File: config.mk
export PLATFORM = sky130hd
export DESIGN_NAME = sfifo_wr_arb
export DESIGN_NICKNAME = d
export VERILOG_FILES = /design/src/rtl/sfifo_arb_pkg.sv /design/src/rtl/sfifo_wr_arb_rr_pick.sv /design/src/rtl/sfifo_wr_arb.sv
export SDC_FILE = /design/constraint.sdc
export NUM_CORES = 1
export LEC_CHECK = 0
export ABC_AREA = 1
export CORE_MARGIN = 2
export CORE_UTILIZATION = 38
export DETAILED_ROUTE_END_ITERATION = 10
export GPL_TIMING_DRIVEN = 0
export PLACE_DENSITY = 0.77
export SLEW_MARGIN = 30
export SYNTH_ARGS = -nofsm -noshare
export SYNTH_HDL_FRONTEND = slang
export SYNTH_HIERARCHICAL = 1
export SYNTH_SLANG_ARGS = --single-unit
export TNS_END_PERCENT = 100
File: constraint.sdc
create_clock -name i_clk -period 2.49 [get_ports i_clk]
set_input_delay 0.3735 -clock i_clk [delete_from_list [all_inputs] [get_ports i_clk]]
set_output_delay 0.3735 -clock i_clk [all_outputs]
set_load 0.03 [all_outputs]
File: src/rtl/sfifo_arb_pkg.sv
// Shared types and helpers for the sfifo write arbiter.
package sfifo_arb_pkg;

  typedef enum logic {
    IDLE  = 1'b0,
    BURST = 1'b1
  } arb_state_t;

  // Bits needed to index 0..value-1, never less than one bit so that
  // degenerate parameters (MAXBURST=1, NREQ=2) still give legal vectors.
  function automatic int clog2(input int value);
    int w;
    w = 1;
    for (int i = 1; i < 31; i++) begin
      if ((1 << i) < value) w = i + 1;
    end
    return w;
  endfunction

endpackage

File: src/rtl/sfifo_wr_arb_rr_pick.sv
// Rotating-priority picker: first set request at or above the pointer,
// wrapping around modulo NREQ.
module rr_pick #(
  parameter int NREQ = 4,
  parameter int IW   = 2
) (
  input  logic [NREQ-1:0] i_req,
  input  logic [IW-1:0]   i_ptr,
  output logic            o_any,
  output logic [IW-1:0]   o_idx
);

  logic [NREQ-1:0] w_rot;
  logic [IW-1:0]   w_off;
  logic [IW:0]     w_sum;

  // Rotate requests so the pointer lands at bit 0, find the lowest set bit, then rotate back.
  always_comb begin
    w_rot = NREQ'({i_req, i_req} >> i_ptr);
    w_off = '0;
    for (int k = NREQ - 1; k >= 0; k--) begin
      if (w_rot[k]) w_off = IW'(k);
    end
    w_sum = {1'b0, i_ptr} + {1'b0, w_off};
    if (w_sum >= (IW + 1)'(NREQ)) w_sum = w_sum - (IW + 1)'(NREQ);
    o_idx = w_sum[IW-1:0];
    o_any = |i_req;
  end

endmodule

File: src/rtl/sfifo_wr_arb.sv
// Burst-atomic round-robin arbiter sharing one sfifo write port among NREQ producers.
module sfifo_wr_arb
  import sfifo_arb_pkg::*;
#(
  parameter int BW       = 8,
  parameter int NREQ     = 4,
  parameter int MAXBURST = 16
) (
  input  logic                     i_clk,
  input  logic                     i_reset_n,
  input  logic [NREQ-1:0]          i_req_valid,
  input  logic [NREQ*BW-1:0]       i_req_data,
  input  logic [NREQ-1:0]          i_req_last,
  output logic [NREQ-1:0]          o_req_ready,
  output logic                     o_wr,
  output logic [BW-1:0]            o_wr_data,
  input  logic                     i_full,
  output logic [clog2(NREQ)-1:0]   o_grant,
  output logic                     o_busy
);

  localparam int GW = clog2(NREQ);
  localparam int CW = clog2(MAXBURST);

  arb_state_t      r_state, w_stateNext;
  logic [GW-1:0]   r_grant, w_grantNext;
  logic [GW-1:0]   r_rrPtr, w_rrPtrNext;
  logic [CW-1:0]   r_beatCnt, w_beatCntNext;

  logic            w_any;
  logic [GW-1:0]   w_pick;
  logic [NREQ-1:0] w_sel;
  logic            w_ownValid;
  logic            w_ownLast;
  logic            w_xfer;

  rr_pick #(
    .NREQ (NREQ),
    .IW   (GW)
  ) u_rr_pick (
    .i_req (i_req_valid),
    .i_ptr (r_rrPtr),
    .o_any (w_any),
    .o_idx (w_pick)
  );

  // Select the current owner's valid/last/data; non-owners are invisible.
  always_comb begin
    w_sel      = NREQ'(1) << r_grant;
    w_ownValid = |(i_req_valid & w_sel);
    w_ownLast  = |(i_req_last & w_sel);
    o_wr_data  = BW'(i_req_data >> (int'(r_grant) * BW));
  end

  // Handshake outputs and next-state decisions; only BURST moves data, and never into a full FIFO.
  always_comb begin
    w_stateNext   = r_state;
    w_grantNext   = r_grant;
    w_rrPtrNext   = r_rrPtr;
    w_beatCntNext = r_beatCnt;
    o_busy        = (r_state == BURST);
    w_xfer        = o_busy && w_ownValid && !i_full;
    o_wr          = w_xfer;
    o_req_ready   = (o_busy && !i_full) ? w_sel : '0;
    case (r_state)
      IDLE: begin
        if (w_any) begin
          w_grantNext   = w_pick;
          w_rrPtrNext   = (w_pick == GW'(NREQ - 1)) ? '0 : w_pick + 1'b1;
          w_beatCntNext = '0;
          w_stateNext   = BURST;
        end
      end
      BURST: begin
        if (w_xfer) begin
          if (w_ownLast || (r_beatCnt == CW'(MAXBURST - 1))) begin
            w_beatCntNext = '0;
            w_stateNext   = IDLE;
          end else begin
            w_beatCntNext = r_beatCnt + 1'b1;
          end
        end
      end
      default: w_stateNext = IDLE;
    endcase
  end

  // State, grant, pointer and beat counter registers; reset drops any burst in flight.
  always_ff @(posedge i_clk or negedge i_reset_n) begin
    if (!i_reset_n) begin
      r_state   <= IDLE;
      r_grant   <= '0;
      r_rrPtr   <= '0;
      r_beatCnt <= '0;
    end else begin
      r_state   <= w_stateNext;
      r_grant   <= w_grantNext;
      r_rrPtr   <= w_rrPtrNext;
      r_beatCnt <= w_beatCntNext;
    end
  end

  assign o_grant = r_grant;

endmodule

# Word-level counts from Yosys, hierarchy flattened
# Index checks and enable logic that the tools add are counted.
[classes]
n_bitwise = 3
n_eq_ne = 4
shifts = 3
n_lt_le_gt_ge = 1
reduce_logical = 10
addsub = 4
mux = 15
[op_table]
columns = ["operator", "n"]
rows = [
  [">> shifter 32 x 5 -> 8 bit", 1],
  ["two-way mux 4 bit", 4],
  ["two-way mux 2 bit", 6],
  ["OR reduction 4 bit", 3],
  ["bitwise AND 4 bit", 2],
  ["one-hot mux 4 bit (2 select lines)", 1],
  [">> shifter 8 x 2 -> 4 bit", 1],
  ["adder 4 x 1 -> 4 bit (second input constant)", 1],
  ["equality test 4 bit (second input constant)", 1],
  ["AND reduction 2 bit", 2],
  ["left shift 1 x 2 -> 4 bit (first input constant)", 1],
  ["adder 2 x 2 -> 3 bit", 1],
  ["greater-or-equal comparator 3 bit (second input constant)", 1],
  ["logical AND 1 bit", 3],
  ["two-way mux 1 bit", 3],
  ["adder 2 x 1 -> 2 bit (second input constant)", 1],
  ["equality test 2 bit (second input constant)", 1],
  ["!= test 2 x 1 -> 1 bit (second input constant)", 1],
  ["!= test 2 bit (second input constant)", 1],
  ["one-hot mux 1 bit (2 select lines)", 1],
  ["subtractor 2 x 1 -> 2 bit (second input constant)", 1],
  ["zero test 1 bit", 1],
  ["logical OR 1 bit", 1],
  ["NOT 1 bit", 1],
]
[totals]
word_cells = 44
out_inout_bits = 16
input_bits = 43
regBits = 9

# Longest topological paths before layout
# Gate-level depths: netlist of run 1.
[logic_depth]
ltp_word = 10
ltp_mapped = 14

# Cells and area by module
# The synthesis of run 1 kept the hierarchy.
[modules_own_cells]
columns = ["module", "cells_each", "instances", "area_per_inst_um2", "seq_area_each_um2"]
rows = [
  ["sfifo_wr_arb", 124, 1, 834.6, 225.2],
  ["rr_pick", 35, 1, 167.7, 0.0],
]

# Worst setup path before layout of run 1
# OpenSTA, ideal clock, no wires.
[synth_path]
kind = "register -> output"
from = "reg r_state (netlist: o_busy)"
to = "out o_req_ready[0]"
n_path_buf = 0
path_slack_ps = 493
arrival_time_ps = 1624
stages_incl_launch_ff = 5
path_cell_list = "dfrtp_1 inv_1 nor2_1 inv_1 nor3_1"
[synth_between]
elab_chain_len = 2
[synth_lines]
columns = ["element", "line", "text"]
rows = [
  ["start, declared", "sfifo_wr_arb.sv:25", "arb_state_t r_state, w_stateNext;"],
  ["start signal, assigned", "sfifo_wr_arb.sv:96", "r_state <= w_stateNext;"],
  ["logical AND 1 bit", "sfifo_wr_arb.sv:64", "o_req_ready = (o_busy && !i_full) ? w_sel : '0;"],
  ["two-way mux 4 bit", "sfifo_wr_arb.sv:64", ""],
  ["end, declared", "sfifo_wr_arb.sv:14", "output logic [NREQ-1:0] o_req_ready,"],
]
# Every way passes these cells.

# Worst setup path in the final report of run 1
[layout_path]
from = "reg r_grant[1] (netlist: o_grant[1])"
to = "out o_wr"
[layout_between]
elab_chain_len = 5
[layout_lines]
columns = ["element", "line", "text"]
rows = [
  ["start, declared", "sfifo_wr_arb.sv:26", "logic [GW-1:0] r_grant, w_grantNext;"],
  ["start signal, assigned", "sfifo_wr_arb.sv:97", "r_grant <= w_grantNext;"],
  ["left shift 1 x 2 -> 4 bit", "sfifo_wr_arb.sv:49", "w_sel = NREQ'(1) << r_grant;"],
  ["bitwise AND 4 bit", "sfifo_wr_arb.sv:50", "w_ownValid = |(i_req_valid & w_sel);"],
  ["OR reduction 4 bit", "sfifo_wr_arb.sv:50", ""],
  ["logical AND 1 bit (2 in a row)", "sfifo_wr_arb.sv:62", "w_xfer = o_busy && w_ownValid && !i_full;"],
  ["end, declared", "sfifo_wr_arb.sv:15", "output logic o_wr,"],
]
# Every way passes these cells.

==> run_results.csv, run 1 <==
group,metric,value,unit
grt,grt_use_total,20.5,%
yosys,synthArstFlopShare,100,%
flow_run,cap_violations,0,
final_layout,layout.nets,268,
sta,slew_headroom,72.9,%
detailed_routing,drc_errors,0,
sta,timing.fmax,0.422,GHz
clocking,holdBufCountCts,0,
yosys,ys_warn_count,6,
yosys,synth-edff-count,0,
sta,skew,0.000635,ns
pwr,peakVddDrop,0.737,mV
yosys,synth.largest_area_cell,"dfrtp_1",
place,io_buffers,58,
worst_setup_path,max_stage_delay,0.66,ns
die,die_w,55.4,um
yosys,synth_area,1000,um2
grt,grt_pass1_vias,1201,
clocking,cts.sinks,9,
yosys,syn-instance-count,159,
final_layout,area_delta_synth_final,64.2,%
sta,hold_ws,0.406,ns
yosys,synth.top_cells.by_count,"53 x nand2_1, 38 x nand3_1, 11 x inv_1",
worst_setup_path,worst-setup-path-type,"reg -> out",
final_layout,postLayoutCoreUtil,66.4,%
detailed_routing,vias,1297,
pwr,powerDensity,1120,nW/um2
clocking,post_cts_resized,7,
place,place_congestion,0.895,
worst_setup_path,worstPathRequired,2.12,ns
clocking,clk-insertion-delay-late,0.26,ns
sta,slew_violations,0,
sta,tightest_slew,0.406,ns
clocking,cts_buffer_depth,2,
grt,antenna_found_initial,0,
final_layout,drive_gt1_share,8.60,%
yosys,synth_seq_area_share,22.5,%
clocking,cts.clk_slew.worst_paths,0.06,ns
sta,min_period,2.37,ns
worst_setup_path,arrival,1.99,ns
detailed_routing,first_pass_iters,4,
die,die_h,55.4,um
clocking,post-cts-setup-buffers,0,
clocking,cts_tree,"done",
worst_hold_path,hp-class,"in -> async",
die,ios,59,
detailed_routing,viasPerCell,5.17,
sta,setup_slack,0.123,ns
yosys,synth.most_common_cell,"nand2_1",
grt,grt_max_degree,11,
sta,rsz0062_at_grt,"no",
grt,gr-total-overflow,0,
die,start_util,40.5,%
yosys,synth_seq_cells,9,
yosys,syn-num-nets,205,
sta,fin_tns_setup,0,ns
yosys,ys_types,22,
die,dieArea,3060,um2
worst_setup_path,worstPathCellList,"buf_6 > nor2_8 > nand2_1 > nand2_1 > o21ai_4 > inv_1 > clkdlybuf4s50_1",
clocking,htreeDepth,1,
place,hpwl,2.64,mm
yosys,avgSynthCellArea,6.30,um2
grt,grt_pass1_wl,5.31,mm
clocking,cts_root_buf,"clkbuf_4",
status,status,"complete, no violations",
yosys,netlist.area_leader.share,22.5,%
sta,setup_viol,0,
sta,fin_crit_sh,95.1,%
worst_setup_path,critPathCaptureType,"output port",
die,fp-row-count,18,
final_layout,antenna_cells,0,
die,coreArea,2480,um2
final_layout,nFillCells,225,
yosys,synthTopCellsByArea,"dfrtp_1 22%, nand2_1 20%, nand3_1 19%, a22oi_1 5.2%, inv_1 4.1%",
worst_setup_path,cpMostUsedCell,"nand2_1",
place,pre_cts_ws,0.0183,ns
detailed_routing,postRouteAntennaNets,0,
clocking,cts_buffers,3,
worst_setup_path,crit_slowest_cell,"clkdlybuf4s50_1",
detailed_routing,totalWireLength,3.25,mm
detailed_routing,initialDrtViolationCount,52,
detailed_routing,wl_per_cell,12.9,um
sta,finalHoldViolCount,0,
pwr,leakage,0.861,nW
worst_setup_path,cp_max_fo,10,
yosys,synthFlopType,"dfrtp_1",
worst_setup_path,startpoint_type,"flop",
[through the flow]
step	power [mW]	std cells	cell area, um2
after floorplan	1.29	159	1000
after global placement	1.76	247	1620
after detailed placement	1.81	247	1620
after CTS	1.87	251	1640
after global routing	2.01	251	1650
final	1.85	251	1650
[layout by cell type (no fill, tap or decap), drive strengths merged]
cell / netlist / final
dfrtp: 9 / 9
xor2: 3 / 3
clkbuf: 0 / 4
nor3: 2 / 2
nor2: 11 / 11
clkdlybuf4s50: 0 / 48
o21ai: 4 / 4
dlygate4sd2: 0 / 7
a21boi: 1 / 1
a22oi: 7 / 7
dlymetal6s2s: 0 / 3
nand4: 1 / 1
ha: 3 / 3
nand3: 39 / 39
o31ai: 1 / 1
nand2: 56 / 56
buf: 4 / 4
inv: 17 / 17
or4: 1 / 1
[power breakdown]
group	total (mW)	switching (mW)	internal, mW	leakage, nW
Sequential	0.261	0.0614	0.200	0.113
Combinational	1.47	0.920	0.553	0.732
Clock	0.115	0.0528	0.0619	0.0150
Total	1.85	1.03	0.814	0.861
[sequential cells by signal, indices dropped and copies added (netlist names)]
signal / flops
r_rrPtr: 2
o_grant: 2
o_busy: 1
r_beatCnt: 4
[area by class of cell]
| cell class | count | area, um2 | area share, % |
|---|---|---|---|
| plain buffers | 4 | 41.3 | 2.51 |
| clock buffers | 4 | 26.3 | 1.60 |
| inverters | 17 | 66.3 | 4.03 |
| multi-input cells | 129 | 669 | 40.7 |
| flip-flops and latches | 9 | 225 | 13.7 |
| well taps | 30 | 37.5 | 2.28 |
| repair buffers | 58 | 579 | 35.2 |
[kinds of logic (layout without fill, tap and decap cells)]
kind of cell             after synthesis  count (layout)  synth area share, %
AND/OR/NAND/NOR                      110             110                 50.6
buffers and inverters                 21              83                 10.7
flip-flops                             9               9                 22.5
AO/OA/AOI/OAI                         13              13                 9.86
XOR/XNOR                               3               3                 2.62
adder cells (fa/ha/maj)                3               3                 3.75
[worst max-delay path: cells and delay by family (launching register included)]
kind            cells  cell delay, ns
compound gates      1            0.09
buf+inv             3            0.89
flops               1            0.39
simple gates        3            0.36
[worst paths after layout]
| path | slack [ns] | from | cells past startpoint | endpoint |
|---|---|---|---|---|
| min | 0.41 | i_reset_n | 1 | r_beatCnt[0] |
| max | 0.12 | o_grant[1] | 7 | o_wr |
| min reg2reg | 0.56 | r_beatCnt[1] | 2 | r_beatCnt[1] |
| max reg2reg | 0.39 | r_rrPtr[0] | 14 | r_rrPtr[1] |
| max in group asynchronous | 1.80 | i_reset_n | 1 | r_rrPtr[1] |
| min in group i_clk | 0.56 | r_beatCnt[1] | 2 | r_beatCnt[1] |
[metal layers]
metal	routed length, um	track usage (%)	vias up
met5	0	0	-
met4	0	4.53	0
met3	206	3.28	0
met2	1500	34.2	58
met1	1550	27.6	584
li1	-	-	655
Power figures use the tool's default switching activity.
==> run 2, diff against run 1 <==
Settings changed: CORE_MARGIN 2 to not set.
==> run 2 against run 1 <==
Effect of this change: clock skew is 0.0019 ns higher; critical endpoint is now o_req_ready[2]; register-to-register slack hardly changed; critical path depth is 2 lower; flip-flop and latch count stayed put; count of clock-buffer cells in the layout stayed put; die area is 7.1% lower; highest routed layer is now met4; global-route usage is 2.9 points higher; combinational power hardly changed; worst hold slack better by 0.0037 ns; final cell count stayed put.
==> run_results.csv, run 2 (same netlist as run 1, synthesis figures left out) <==
group,metric,value,unit
worst_setup_path,worst-setup-path-type,"in -> out",
clocking,cts_buffer_depth,2,
die,ios,59,
clocking,htreeDepth,1,
grt,grt_max_degree,11,
clocking,cts_buffers,3,
grt,gr-total-overflow,0,
final_layout,antenna_cells,0,
pwr,leakage,0.835,nW
pwr,powerDensity,1120,nW/um2
worst_setup_path,crit-reg2reg-launch,"r_rrPtr[0]",
clocking,post-cts-setup-buffers,0,
sta,fin_tns_setup,0,ns
final_layout,largest_reg_flops,4,
detailed_routing,first_pass_iters,4,
final_layout,design_area,1640,um2
die,start_util,40.5,%
grt,grt_pass1_wl,4.91,mm
detailed_routing,drc_errors,0,
sta,rsz0062_at_grt,"no",
pwr,peakVddDrop,0.786,mV
grt,antenna_found_initial,0,
final_layout,mostFrequentLayoutCells,"53 x nand2_1, 49 x clkdlybuf4s50_1, 38 x nand3_1",
detailed_routing,wl_per_cell,12.5,um
grt,grt_use_total,23.3,%
sta,timing.fmax,0.416,GHz
sta,skew,0.00253,ns
die,dieArea,2850,um2
die,die_h,53.4,um
final_layout,area_delta_synth_final,63.5,%
worst_setup_path,critPathCaptureType,"output port",
sta,finalHoldViolCount,0,
final_layout,layout_commonest_cell,"nand2_1",
sta,min_period,2.41,ns
sta,tightest_slew,0.389,ns
flow_run,cap_violations,0,
sta,fin_crit_sh,96.6,%
worst_setup_path,crit_start,"i_full",
place,placedInstanceArea,1620,um2
clocking,cts.sinks,9,
status,status,"complete, no violations",
sta,slew_headroom,74.0,%
sta,slew_violations,0,
detailed_routing,postRouteAntennaNets,0,
sta,hold_ws,0.410,ns
worst_setup_path,worstPathRequired,2.12,ns
die,fp-row-count,18,
place,pre_cts_ws,0.0154,ns
worst_setup_path,arrival,2.03,ns
place,dpl.cell_count,247,
detailed_routing,totalWireLength,3.13,mm
detailed_routing,viasPerCell,5.06,
worst_setup_path,startpoint_type,"primary input",
sta,setup_viol,0,
pwr,total_power,1.84,mW
sta,setup_slack,0.0844,ns
place,hpwl,2.57,mm
final_layout,stdcell_count,251,
place,place_congestion,0.778,
detailed_routing,initialDrtViolationCount,21,
die,coreArea,2480,um2
final_layout,regMostFlops,"r_beatCnt",
clocking,cts_root_buf,"clkbuf_4",
grt,grt_pass1_vias,1162,
worst_setup_path,cp_max_fo,4,
clocking,cts.clk_slew.worst_paths,0.06,ns
die,die_w,53.4,um
worst_hold_path,hp-class,"in -> async",
detailed_routing,vias,1270,
clocking,clk-insertion-delay-late,0.25,ns
final_layout,drive_gt1_share,8.60,%
place,io_buffers,58,
final_layout,layout.nets,268,
clocking,cts_tree,"done",
final_layout,postLayoutCoreUtil,66.2,%
[run 2: where the power goes]
part	leakage (nW)	total, mW	switching [mW]	internal [mW]
Combinational	0.706	1.47	0.917	0.549
Sequential	0.113	0.263	0.0635	0.200
Clock	0.0150	0.106	0.0448	0.0614
Total	0.835	1.84	1.03	0.810
[run 2: area by class of cell]
type	instances	area [um2]
Buffer	4	41.3
Timing Repair Buffer	58	573
Clock buffer	4	26.3
Sequential cell	9	225
Fill cell	229	838
Inverter	17	66.3
Tap cell	30	37.5
Multi-Input combinational cell	129	669
[run 2: timing repair]
action | CTS | global route
setup endpoints to repair | 8 | 1
resized for setup | 8 | 1
hold buffers | 0 | 0
[run 2: routing by layer]
layer | global-route usage (%) | routed length (um) | up-vias
li1 | - | - | 655
met1 | 25.2 | 1260 | 567
met2 | 43.3 | 1490 | 46
met3 | 6.90 | 347 | 2
met4 | 5.70 | 25 | 0
met5 | 0 | 0 | -
[run 2: final timing paths]
check	depth (start not counted)	end	slack (ns)
max	5	o_req_ready[2]	0.08
min	1	o_busy	0.41
max reg2reg	13	r_rrPtr[0]	0.40
min reg2reg	2	o_busy	0.55
max in group asynchronous	1	r_rrPtr[1]	1.80
min in group i_clk	2	o_busy	0.55
[run 2: critical path, cell delays in order]
cell and delay, ns:
clkdlybuf4s50_1 0.41, nor2_1 0.25, inv_1 0.13, nor3_1 0.16
clkdlybuf4s50_1 0.71
==> run 3, diff against run 2 <==
Settings changed: GPL_TIMING_DRIVEN 0 to 1.
==> run 3 against run 2 <==
Effect of this change: critical path depth did not move; utilization rose by 1.1 points; die area unchanged; final cell count rose by 0.40%; worst hold slack got worse by 0.0055 ns; critical path type unchanged; largest cell class unchanged; largest power group unchanged.
==> run_results.csv, run 3 (same netlist as run 1, synthesis figures left out) <==
group,metric,value,unit
pwr,peakVddDrop,0.821,mV
grt,grt_pass1_vias,1104,
clocking,htreeDepth,1,
die,ios,59,
sta,timing.fmax,0.440,GHz
sta,min_period,2.27,ns
detailed_routing,drc_errors,0,
final_layout,design_area,1670,um2
die,die_w,53.4,um
sta,rsz0062_at_grt,"no",
detailed_routing,first_pass_iters,4,
pwr,p_seq_share,15.7,%
pwr,swShare,54.8,%
sta,hold_ws,0.404,ns
final_layout,layout_commonest_cell,"nand2_1",
worst_setup_path,reg2reg_to,"r_rrPtr[0]",
detailed_routing,initialDrtViolationCount,29,
clocking,cts_buffers,3,
worst_setup_path,cp_max_fo,4,
worst_setup_path,worst-r2r-setup-slack,0.31,ns
flow_run,cap_violations,0,
sta,tightest_slew,0.395,ns
final_layout,largest_reg_flops,4,
clocking,holdBufCountCts,0,
detailed_routing,vias,1294,
sta,finalHoldViolCount,0,
detailed_routing,viasPerCell,5.13,
final_layout,drive_gt1_share,9.46,%
worst_setup_path,critPathBufInv,3,
final_layout,regMostFlops,"r_beatCnt",
worst_setup_path,worstPathRequired,2.12,ns
place,dpl.cell_count,248,
clocking,cts_tree,"done",
pwr,leakage,0.907,nW
worst_setup_path,arrival,1.90,ns
sta,slew_headroom,73.6,%
worst_setup_path,critPathCaptureType,"output port",
clocking,cts_root_buf,"clkbuf_4",
grt,grt_max_degree,11,
sta,setup_viol,0,
die,start_util,40.5,%
worst_setup_path,worstPathCellList,"clkdlybuf4s50_1 > nor2_1 > inv_1 > nor3_1 > clkdlybuf4s50_1",
pwr,p_clk_share,5.9,%
final_layout,antenna_cells,0,
final_layout,layout.nets,269,
clocking,cts_buffer_depth,2,
sta,fin_tns_setup,0,ns
clocking,cts.sinks,9,
grt,antenna_found_initial,0,
final_layout,mostFrequentLayoutCells,"53 x nand2_1, 49 x clkdlybuf4s50_1, 38 x nand3_1",
die,fp-row-count,18,
worst_setup_path,cpMostUsedCell,"clkdlybuf4s50_1",
sta,slew_violations,0,
worst_setup_path,crit-reg2reg-launch,"r_rrPtr[0]",
place,pre_cts_ws,0.0304,ns
worst_setup_path,critical-path-top-delay-family,"buffers and inverters",
clocking,cts.clk_slew.worst_paths,0.06,ns
grt,gr-total-overflow,0,
worst_setup_path,max_stage_delay,0.71,ns
sta,setup_slack,0.218,ns
die,coreArea,2480,um2
grt,grt_use_total,22.0,%
pwr,intPower,0.851,mW
final_layout,nFillCells,227,
worst_setup_path,crit_slowest_cell,"clkdlybuf4s50_1",
detailed_routing,postRouteAntennaNets,0,
clocking,clk-insertion-delay-late,0.26,ns
worst_setup_path,worst-setup-path-type,"in -> out",
pwr,powerDensity,1130,nW/um2
grt,grt_pass1_wl,4.64,mm
place,hpwl,2.54,mm
place,placedInstanceArea,1620,um2
sta,skew,0.000823,ns
detailed_routing,wl_per_cell,12.4,um
detailed_routing,totalWireLength,3.12,mm
die,die_h,53.4,um
final_layout,stdcell_count,252,
worst_setup_path,ff2ff_path_depth,13,
place,place_congestion,0.786,
worst_hold_path,hp-class,"in -> async",
status,status,"complete, no violations",
worst_setup_path,startpoint_type,"primary input",
place,io_buffers,58,
pwr,comb_power_share,78.4,%
pwr,switchingPower,1.03,mW
sta,fin_crit_sh,91.3,%
die,dieArea,2850,um2
final_layout,area_delta_synth_final,66.3,%
==> run 3: changes by cell type in the layout (fill, tap and decap cells not counted) <==
cell	previous run	this run
buf_6	3	0
dfrtp_2	0	1
dfrtp_1	9	8
dlygate4sd2_1	8	0
buf_4	1	5
dlymetal6s2s_1	1	9
==> run 3: timing repair <==
item,4_1_cts,5_1_grt
setup endpoints to repair,1,9
gates cloned,0,0
gates resized for setup,1,9
buffers inserted,0,0
==> run 3: worst max-delay path by stage <==
| stage | startpoint | endpoint | cells after the start |
|---|---|---|---|
| 6_report | i_full | o_req_ready[0] | 5 |
| 5_1_grt | i_req_valid[0] | r_rrPtr[0] | 13 |
| 4_1_cts | o_grant[1] | o_wr | 7 |
| 3_5_place_dp | i_req_valid[2] | r_rrPtr[0] | 12 |
| 3_3_place_gp | i_req_valid[1] | r_rrPtr[1] | 14 |
| 2_1_floorplan | o_busy | o_req_ready[0] | 4 |
==> run 3: layout make-up <==
type	instances	area, um2	share of cell area [%]
timing repair buffer	63	641	38.4
multi-input combinational	129	669	40.2
tap	30	37.5	2.25
clock buffer	4	26.3	1.58
sequential	9	226	13.6
inverter	17	66.3	3.98
==> run 3: power groups by stage <==
stage	clock [mW]	sequential, mW	combinational (mW)
floorplan	0	0.294	0.991
global placement	0	0.294	1.46
detailed placement	0	0.295	1.51
CTS	0.112	0.295	1.51
global route	0.124	0.307	1.61
finish	0.111	0.297	1.48
==> run 3: worst register-to-register path: stages (launching register included) <==
cell and delay [ns]:
dfrtp_1 0.48, inv_2 0.09, nand2_1 0.10, nand3_1 0.08, nand2_1 0.11, nand3_1 0.07
a21boi_1 0.13, ha_1 0.19, xor2_1 0.19, inv_1 0.06, nand3_1 0.08, nand2_1 0.07
ha_1 0.18, o31ai_1 0.26
==> run 3: stage by stage <==
stage                     util (%)  total power, mW
after global routing          67.3             2.04
final                         67.3             1.88
after global placement        65.3             1.75
after floorplan                  -             1.29
after CTS                     66.4             1.92
after detailed placement      65.3             1.80
==> run 3: routing by layer <==
metal	part of all wire (%)	GRT usage (%)
met3	12	5.75
met4	0.42	6.58
met2	45	38.8
met1	43	25.5
met5	0	0
